===== config.mk =====
export PLATFORM = sky130hd
export DESIGN_NAME = ram_burst_reader_flat
export DESIGN_NICKNAME = d
export VERILOG_FILES = /design/src/rtl/ram_burst_reader_pkg.sv /design/src/rtl/ram_burst_reader_if.sv /design/src/rtl/ram_burst_reader_group_buffer.sv /design/src/rtl/ram_burst_reader.sv /design/src/flat_wrapper.sv
export SDC_FILE = /design/constraint.sdc
export NUM_CORES = 1
export LEC_CHECK = 0
export BUFFER_PORTS_ARGS = -buffer_cell sky130_fd_sc_hd__buf_2
export CAP_MARGIN = 20
export CORE_MARGIN = 1
export CORE_UTILIZATION = 40
export CTS_CLUSTER_DIAMETER = 200
export DETAILED_ROUTE_END_ITERATION = 8
export PLACE_DENSITY_LB_ADDON = 0.25
export SLEW_MARGIN = 20
export SYNTH_ARGS = -nofsm -noshare
export SYNTH_HDL_FRONTEND = slang
export SYNTH_SLANG_ARGS = --single-unit

===== constraint.sdc =====
create_clock -name Clk -period 2.4 [get_ports Clk]
set_input_delay 0.48 -clock Clk [delete_from_list [all_inputs] [get_ports Clk]]
set_output_delay 0.48 -clock Clk [all_outputs]
set_load 0.01 [all_outputs]

===== src/rtl/ram_burst_reader_pkg.sv =====
// Shared definitions for the burst reader and the syncRAM it reads from:
// read-port count, default address/data widths and the reader state encoding.
package ram_burst_reader_pkg;

    localparam int NUM_PORTS  = 4;
    localparam int RAM_ADDR_W = 8;
    localparam int RAM_DATA_W = 8;
    localparam int IDX_W      = $clog2(NUM_PORTS);
    localparam int GRP_W      = IDX_W + 1;

    typedef enum logic [2:0] {
        IDLE,
        ISSUE,
        CAPTURE,
        DRAIN,
        DONE
    } burstState_t;

endpackage


===== src/rtl/ram_burst_reader_if.sv =====
// Request, RAM read-port and output-stream signals of the burst reader.
// master = the reader itself, slave = the RAM/requester/stream environment.
interface ram_burst_reader_if import ram_burst_reader_pkg::*; #(
    parameter int ADDR_W = RAM_ADDR_W,
    parameter int DATA_W = RAM_DATA_W,
    parameter int LEN_W  = 9
);
    logic              start;
    logic [ADDR_W-1:0] startAddr;
    logic [LEN_W-1:0]  length;
    logic [ADDR_W-1:0] readAddr_0;
    logic [ADDR_W-1:0] readAddr_1;
    logic [ADDR_W-1:0] readAddr_2;
    logic [ADDR_W-1:0] readAddr_3;
    logic              readEnable;
    logic [DATA_W-1:0] dOut_0;
    logic [DATA_W-1:0] dOut_1;
    logic [DATA_W-1:0] dOut_2;
    logic [DATA_W-1:0] dOut_3;
    logic [DATA_W-1:0] outData;
    logic              outValid;
    logic              outReady;
    logic              busy;
    logic              done;

    modport master (
        input  start, startAddr, length, dOut_0, dOut_1, dOut_2, dOut_3, outReady,
        output readAddr_0, readAddr_1, readAddr_2, readAddr_3, readEnable,
               outData, outValid, busy, done
    );

    modport slave (
        output start, startAddr, length, dOut_0, dOut_1, dOut_2, dOut_3, outReady,
        input  readAddr_0, readAddr_1, readAddr_2, readAddr_3, readEnable,
               outData, outValid, busy, done
    );

endinterface


===== src/rtl/ram_burst_reader_group_buffer.sv =====
// Holds one captured group of RAM words and steps through the bytes of it
// that still belong to the burst (min(NUM_PORTS, remaining)).
module burst_group_buffer import ram_burst_reader_pkg::*; #(
    parameter int DATA_W = RAM_DATA_W,
    parameter int LEN_W  = 9
) (
    input  logic                             Clk,
    input  logic                             reset,
    input  logic                             capture,
    input  logic                             advance,
    input  logic [NUM_PORTS-1:0][DATA_W-1:0] dIn,
    input  logic [LEN_W-1:0]                 remaining,
    output logic [DATA_W-1:0]                headData,
    output logic [GRP_W-1:0]                 groupSize,
    output logic                             lastByte
);

    logic [NUM_PORTS-1:0][DATA_W-1:0] buffer;
    logic [IDX_W-1:0]                 idx;

    function automatic logic [GRP_W-1:0] groupOf(input logic [LEN_W-1:0] rem);
        if (rem >= LEN_W'(NUM_PORTS))
            return GRP_W'(NUM_PORTS);
        return rem[GRP_W-1:0];
    endfunction

    always_ff @(posedge Clk) begin
        if (reset) begin
            buffer    <= '0;
            idx       <= '0;
            groupSize <= '0;
        end else if (capture) begin
            buffer    <= dIn;
            idx       <= '0;
            groupSize <= groupOf(remaining);
        end else if (advance) begin
            idx <= lastByte ? '0 : idx + IDX_W'(1);
        end
    end

    assign headData = buffer[idx];
    assign lastByte = (GRP_W'(idx) == groupSize - GRP_W'(1));

endmodule


===== src/rtl/ram_burst_reader.sv =====
// Reads a burst of bytes from a 4-port synchronous RAM, four addresses per
// read, and streams them out in ascending (wrapping) address order.
module ram_burst_reader import ram_burst_reader_pkg::*; #(
    parameter int ADDR_W = RAM_ADDR_W,
    parameter int DATA_W = RAM_DATA_W,
    parameter int LEN_W  = 9
) (
    input  logic               Clk,
    input  logic               reset,
    ram_burst_reader_if.master bus
);

    burstState_t                      state, stateNext;
    logic [ADDR_W-1:0]                base, baseNext;
    logic [LEN_W-1:0]                 remaining, remainingNext;
    logic [NUM_PORTS-1:0][ADDR_W-1:0] addrIssue, addrHold;
    logic [NUM_PORTS-1:0][DATA_W-1:0] ramData;
    logic [GRP_W-1:0]                 groupSize;
    logic                             lastByte;
    logic                             fire;

    assign ramData = {bus.dOut_3, bus.dOut_2, bus.dOut_1, bus.dOut_0};

    always_comb begin
        addrIssue = '0;
        for (int i = 0; i < NUM_PORTS; i++)
            addrIssue[i] = base + ADDR_W'(i);
    end

    always_ff @(posedge Clk) begin
        if (reset) begin
            state     <= IDLE;
            base      <= '0;
            remaining <= '0;
            addrHold  <= '0;
        end else begin
            state     <= stateNext;
            base      <= baseNext;
            remaining <= remainingNext;
            if (state == ISSUE)
                addrHold <= addrIssue;
        end
    end

    always_comb begin
        stateNext     = state;
        baseNext      = base;
        remainingNext = remaining;
        case (state)
            IDLE: begin
                if (bus.start) begin
                    baseNext      = bus.startAddr;
                    remainingNext = bus.length;
                    stateNext     = (bus.length == '0) ? DONE : ISSUE;
                end
            end
            ISSUE:   stateNext = CAPTURE;
            CAPTURE: stateNext = DRAIN;
            DRAIN: begin
                // Group retires on the handshake of its final byte.
                if (fire && lastByte) begin
                    remainingNext = remaining - LEN_W'(groupSize);
                    baseNext      = base + ADDR_W'(NUM_PORTS);
                    stateNext     = (remainingNext == '0) ? DONE : ISSUE;
                end
            end
            DONE:    stateNext = IDLE;
            default: stateNext = IDLE;
        endcase
    end

    // Addresses are live only while reading; afterwards the last set is held.
    assign bus.readAddr_0 = (state == ISSUE) ? addrIssue[0] : addrHold[0];
    assign bus.readAddr_1 = (state == ISSUE) ? addrIssue[1] : addrHold[1];
    assign bus.readAddr_2 = (state == ISSUE) ? addrIssue[2] : addrHold[2];
    assign bus.readAddr_3 = (state == ISSUE) ? addrIssue[3] : addrHold[3];
    assign bus.readEnable = (state == ISSUE);
    assign bus.outValid   = (state == DRAIN);
    assign bus.busy       = (state != IDLE);
    assign bus.done       = (state == DONE);
    assign fire           = bus.outValid && bus.outReady;

    burst_group_buffer #(
        .DATA_W(DATA_W),
        .LEN_W (LEN_W)
    ) groupBuffer (
        .Clk      (Clk),
        .reset    (reset),
        .capture  (state == CAPTURE),
        .advance  (fire),
        .dIn      (ramData),
        .remaining(remaining),
        .headData (bus.outData),
        .groupSize(groupSize),
        .lastByte (lastByte)
    );

endmodule


===== src/flat_wrapper.sv =====
// flat-port wrapper written by rule: the top's interface ports become plain ports
module ram_burst_reader_flat import ram_burst_reader_pkg::*;
#(
    parameter int ADDR_W = RAM_ADDR_W,
    parameter int DATA_W = RAM_DATA_W,
    parameter int LEN_W  = 9
)
  (Clk, reset, bus_start, bus_startAddr, bus_length, bus_dOut_0, bus_dOut_1, bus_dOut_2, bus_dOut_3, bus_outReady, bus_readAddr_0, bus_readAddr_1, bus_readAddr_2, bus_readAddr_3, bus_readEnable, bus_outData, bus_outValid, bus_busy, bus_done);
  ram_burst_reader_if #(.ADDR_W(ADDR_W), .DATA_W(DATA_W), .LEN_W(LEN_W)) bus_i ();
  input  logic Clk;
  input  logic reset;
  input wire logic [$bits(bus_i.start)-1:0] bus_start;
  input wire logic [$bits(bus_i.startAddr)-1:0] bus_startAddr;
  input wire logic [$bits(bus_i.length)-1:0] bus_length;
  input wire logic [$bits(bus_i.dOut_0)-1:0] bus_dOut_0;
  input wire logic [$bits(bus_i.dOut_1)-1:0] bus_dOut_1;
  input wire logic [$bits(bus_i.dOut_2)-1:0] bus_dOut_2;
  input wire logic [$bits(bus_i.dOut_3)-1:0] bus_dOut_3;
  input wire logic [$bits(bus_i.outReady)-1:0] bus_outReady;
  output wire logic [$bits(bus_i.readAddr_0)-1:0] bus_readAddr_0;
  output wire logic [$bits(bus_i.readAddr_1)-1:0] bus_readAddr_1;
  output wire logic [$bits(bus_i.readAddr_2)-1:0] bus_readAddr_2;
  output wire logic [$bits(bus_i.readAddr_3)-1:0] bus_readAddr_3;
  output wire logic [$bits(bus_i.readEnable)-1:0] bus_readEnable;
  output wire logic [$bits(bus_i.outData)-1:0] bus_outData;
  output wire logic [$bits(bus_i.outValid)-1:0] bus_outValid;
  output wire logic [$bits(bus_i.busy)-1:0] bus_busy;
  output wire logic [$bits(bus_i.done)-1:0] bus_done;
  assign bus_i.start = bus_start;
  assign bus_i.startAddr = bus_startAddr;
  assign bus_i.length = bus_length;
  assign bus_i.dOut_0 = bus_dOut_0;
  assign bus_i.dOut_1 = bus_dOut_1;
  assign bus_i.dOut_2 = bus_dOut_2;
  assign bus_i.dOut_3 = bus_dOut_3;
  assign bus_i.outReady = bus_outReady;
  assign bus_readAddr_0 = bus_i.readAddr_0;
  assign bus_readAddr_1 = bus_i.readAddr_1;
  assign bus_readAddr_2 = bus_i.readAddr_2;
  assign bus_readAddr_3 = bus_i.readAddr_3;
  assign bus_readEnable = bus_i.readEnable;
  assign bus_outData = bus_i.outData;
  assign bus_outValid = bus_i.outValid;
  assign bus_busy = bus_i.busy;
  assign bus_done = bus_i.done;
  ram_burst_reader #(.ADDR_W(ADDR_W), .DATA_W(DATA_W), .LEN_W(LEN_W)) u_core (.Clk(Clk), .reset(reset), .bus(bus_i));
endmodule

## Word-level counts from Yosys, hierarchy flattened

Index checks and enable logic that the tools add are counted.

- $add $sub $neg: 7
- Multiply operators: 0
- Divide/modulo/power cells: 0
- Order comparisons: 2
- Eq/ne operators: 7
- Shifts and indexed selects: 0
- Muxes and demuxes: 23
- Bitwise gates (word level): 0
- Reductions and logical operators: 10

Operators with widths:

| cell | count |
|---|---|
| two-way mux 8 bit | 7 |
| logical NOT 9 bit | 2 |
| two-way mux 3 bit | 6 |
| two-way mux 9 bit | 2 |
| one-hot mux 9 bit (2 select lines) | 1 |
| adder 8 x 2 -> 8 bit (second input constant) | 2 |
| binary-select mux 8 bit (select 2 bit) | 1 |
| one-hot mux 8 bit (2 select lines) | 1 |
| one-hot mux 3 bit (4 select lines) | 1 |
| >= comparator 9 x 3 -> 1 bit (second input constant) | 1 |
| subtractor 9 x 3 -> 9 bit | 1 |
| adder 8 x 1 -> 8 bit (second input constant) | 1 |
| adder 8 x 3 -> 8 bit (second input constant) | 1 |
| equality test 3 x 2 -> 1 bit (second input constant) | 2 |
| inequality test 2 bit (second input constant) | 2 |
| equality test 2 x 3 -> 1 bit | 1 |
| equality test 3 x 1 -> 1 bit (second input constant) | 1 |
| equality test 3 bit (second input constant) | 1 |
| logical NOT 3 bit | 1 |
| less-than comparator 2 x 3 -> 1 bit (second input constant) | 1 |
| two-way mux 1 bit | 3 |
| AND reduction 3 bit | 1 |
| nonzero test 3 bit | 1 |
| subtractor 3 x 1 -> 3 bit (second input constant) | 1 |
| other kinds (6) | 7 |

- Flip-flop bits (word level): 89
- Latch bits: 0
- Memory bits (writable): 0
- ROM bits: 0
- Input bits: 53
- Output and inout port bits: 44
- Logic and storage cells: 62
- Memories: 0

## Depth between registers and ports, before layout

- Depth after elaboration: 5
- Depth in mapped cells: 9
- Mapped depth without buffers: 8

## Cells and area by module

Synthesis repeated with hierarchy kept, for this count alone.

- Cell total of the unflattened synthesis: 496
- Area total of the unflattened synthesis: 4400.5 sq um

By module, submodules not included:

| module | instances | cells each | area an instance (sq um) | seq. area each (sq um) |
|---|---|---|---|---|
| ram_burst_reader | 1 | 352 | 2782.7 | 1001.0 |
| burst_group_buffer | 1 | 144 | 1617.8 | 740.7 |

## Worst setup path after synthesis

No wires, ideal clock.

- Path kind: register -> output
- Start point: register u_core.base[2]
- End point: output port bus_readAddr_3[6]
- Arrival: 1.482 ns
- Required time: 1.920 ns
- Setup slack: 0.438 ns
- Stages on the path, launching flop included: 5
- Path buffers: 0
- Cell sequence: dfxtp_1 -> ha_1 -> nand3_1 -> or3_1 -> a31oi_1

- Word-level cells in the longest chain between the ends: 2

Ends and longest elaborated chain:

| element | RTL line | text |
|---|---|---|
| from (decl) | ram_burst_reader.sv:14 | `logic [ADDR_W-1:0] base, baseNext;` |
| from (signal assigned) | ram_burst_reader.sv:38 | `base <= baseNext;` |
| adder 8 x 2 -> 8 bit | ram_burst_reader.sv:27 | `addrIssue[i] = base + ADDR_W'(i);` |
| two-way mux 8 bit | ram_burst_reader.sv:76 | `assign bus.readAddr_3 = (state == ISSUE) ? addrIssue[3] : addrHold[3];` |
| to (decl) | flat_wrapper.sv:23 | `output wire logic [$bits(bus_i.readAddr_3)-1:0] bus_readAddr_3;` |

Every way passes these cells.

## Final worst setup path

- Start point: register u_core.base[1]
- End point: output port bus_readAddr_3[6]

The elaborated chain is that of the path after synthesis.

==> flow_summary.json <==
{
  "syn2layout_area_growth_pct": 19.9,
  "ys_seq_area_share_pct": 40.5,
  "syn_area_um2": 4300,
  "period_share_pct": 95.8,
  "drtPass1Iterations": 4,
  "setup_viol": 0,
  "status": "finished clean",
  "die_h_um": 106,
  "numCtsBuffers": 9,
  "fmax_mhz": 435,
  "wl_mm": 10.5,
  "grt-ovfl-total": 0,
  "antenna_found_initial": 0,
  "r2r-start": "u_core.remaining[0]$_SDFFE_PP0P_",
  "cts.clk_slew.worst_paths_ns": 0.10,
  "cp.required_ns": 1.92,
  "dp_cells": 749,
  "drv_slew": 0,
  "rsz0062_at_grt": "yes",
  "drt_iter0_drc": 196,
  "die-width_um": 106,
  "synth-seq-cells": 87,
  "grt_util_all_layers_pct": 19.3,
  "via_count": 3905,
  "synth_area_leaders": "dfxtp_1 41%, nand2_1 12%, a21oi_1 6.9%, mux4_2 4.2%, o21ai_0 4.1%",
  "async_flop_share_pct": 0,
  "synth_cell_type_count": 49,
  "coreArea_um2": 10400,
  "hold_path.class": "in2reg",
  "drc": 0,
  "ir_worst_vdd_uv": 386,
  "postRouteAntennaNets": 0,
  "crit_path_start": "u_core.base[1]$_SDFFE_PP0P_",
  "design.portCount": 97,
  "p_per_area_nw_per_um2": 855,
  "synth-edff-count": 0,
  "fin_cells": 766,
  "startpoint_type": "register",
  "cts_root_buf": "clkbuf_8",
  "syn_nets": 600,
  "yosysTopAreaCell": "dfxtp_1",
  "place_area_um2": 4910,
  "worstSetupPathType": "reg2out",
  "slew_headroom_pct": 52.0,
  "cp.arrival_ns": 1.82,
  "p_leak_nw": 2.07,
  "place.gp.congestion": 0.835,
  "rrSetupSlack_ns": 0.19,
  "fin_hold_ws_ns": 0.354,
  "drive_above_1_share_pct": 26.5,
  "n_antenna_cell": 0,
  "fillerInstances": 1039,
  "grt_max_degree": 36,
  "via_per_inst": 5.10,
  "final_cell_area_um2": 5150,
  "path_max_fanout": 7,
  "cts_tree": "yes",
  "grt_pass1_vias": 3650,
  "grt_pass1_wl_mm": 17.2,
  "tightest_slew_ns": 0.719,
  "synth_top_cell_area_share_pct": 40.5,
  "syn_avg_cell_area_um2": 8.00,
  "hpwlAfterDp_mm": 7.62,
  "skew_ns": 0.0119,
  "synth_cells": 537,
  "finalHoldViolCount": 0,
  "min_from": "bus_dOut_2[5]",
  "ctsHtreeMaxLevel": 3,
  "cts_buffer_depth": 2,
  "die-area_um2": 11200,
  "io_buffers": 96,
  "cts_sinks": 87,
  "clk_latency_ns": 0.35,
  "rows": 37,
  "initial_core_util_pct": 41.4,
  "maxCapViolations": 0,
  "nNetsFinal": 688,
  "yosys_warnings": 0,
  "synth_ff_type": "dfxtp_1",
  "route.detailed.wl_per_inst_um": 13.7,
  "cp-end-kind": "primary output",
  "period_needed_ns": 2.30
}
-- layer usage --
| metal | part of all wire [%] | GRT usage, % |
|---|---|---|
| met1 | 47 | 24.5 |
| met2 | 48 | 32.5 |
| met3 | 4.0 | 4.33 |
| met4 | 1.3 | 5.75 |
| met5 | 0 | 0 |
-- cell families after synthesis --
group,synth area share [%]
mux,4.69
flops,40.5
buf+inv,5.71
fa+ha+maj,3.09
simple gates,25.9
xor+xnor,4.28
compound gates,15.8
-- critical path, stage by stage (launching register included) --
cell and delay, ns:
dfxtp_4 0.41, inv_1 0.08, ha_1 0.23, or3_1 0.37
a31oi_2 0.22, buf_2 0.16
-- layout by cell type, fill, tap and decap left out, drive strengths merged, types with 10 or more instances in the layout --
| cell | n |
|---|---|
| xnor2 | 10 |
| inv | 11 |
| a21oi | 59 |
| nor2b | 26 |
| xor2 | 11 |
| dfxtp | 87 |
| o21ai | 35 |
| nor3 | 13 |
| buf | 119 |
| nand2 | 135 |
| nor2 | 28 |
-- path summary, 6_finish.rpt --
| path | endpoint | cells after the start |
|---|---|---|
| min | u_core.groupBuffer.buffer[21]$_SDFFE_PP0P_ | 3 |
| min reg2reg | u_core.groupBuffer.buffer[21]$_SDFFE_PP0P_ | 2 |
| max | bus_readAddr_3[6] | 5 |
| max reg2reg | u_core.state[0]$_SDFFE_PP0P_ | 8 |
-- sequential cells by signal (all words and copies together) (netlist names) --
register and flops:
u_core.base 8, u_core.remaining 9, u_core.state 3, u_core.groupBuffer.buffer 32, u_core.addrHold 30, u_core.groupBuffer.groupSize 3, u_core.groupBuffer.idx 2
-- through the flow --
| step | utilization, % | total power, mW | TNS [ns] | setup slack (ns) |
|---|---|---|---|---|
| after CTS | 49.2 | 4.41 | 0 | 0.0169 |
| after floorplan | - | 2.96 | 0 | 0.438 |
| final | 49.7 | 4.41 | 0 | 0.101 |
| after global placement | 47.4 | 3.42 | 0 | 0.274 |
| after detailed placement | 47.4 | 3.46 | 0 | 0.251 |
| after global routing | 49.7 | 4.70 | -0.00621 | -0.00621 |
-- final cells by class --
type,count,area (um^2),share of cell area (%)
Multi-Input combinational cell,397,2350,45.6
Clock inverter,7,55.1,1.07
Clock buffer,9,124,2.40
Inverter,11,45.0,0.874
Tap cell,136,170,3.30
Timing Repair Buffer,119,653,12.7
Sequential cell,87,1750,34.0
-- where the power goes --
part / total [mW] / switching [mW] / internal, mW
registers: 1.83 / 0.168 / 1.66
logic: 1.63 / 0.984 / 0.649
clock network: 0.942 / 0.557 / 0.385
total: 4.41 / 1.71 / 2.70
-- cells in the mapped netlist (10+ instances only) --
cell,count
inv_1,10
buf_2,10
a21oi_1,59
xnor2_1,10
o21ai_0,35
nor2b_1,26
nand2_1,135
nor2_1,27
nor3_1,12
clkbuf_1,26
dfxtp_1,87
xor2_1,11
-- timing repair --
action	4_1_cts	5_1_grt
setup endpoints to repair	11	17
hold buffers	0	0
buffers inserted	0	1
gates resized for setup	5	14
pin swaps	0	1
Note: power is estimated with default switching activity, not from simulation.
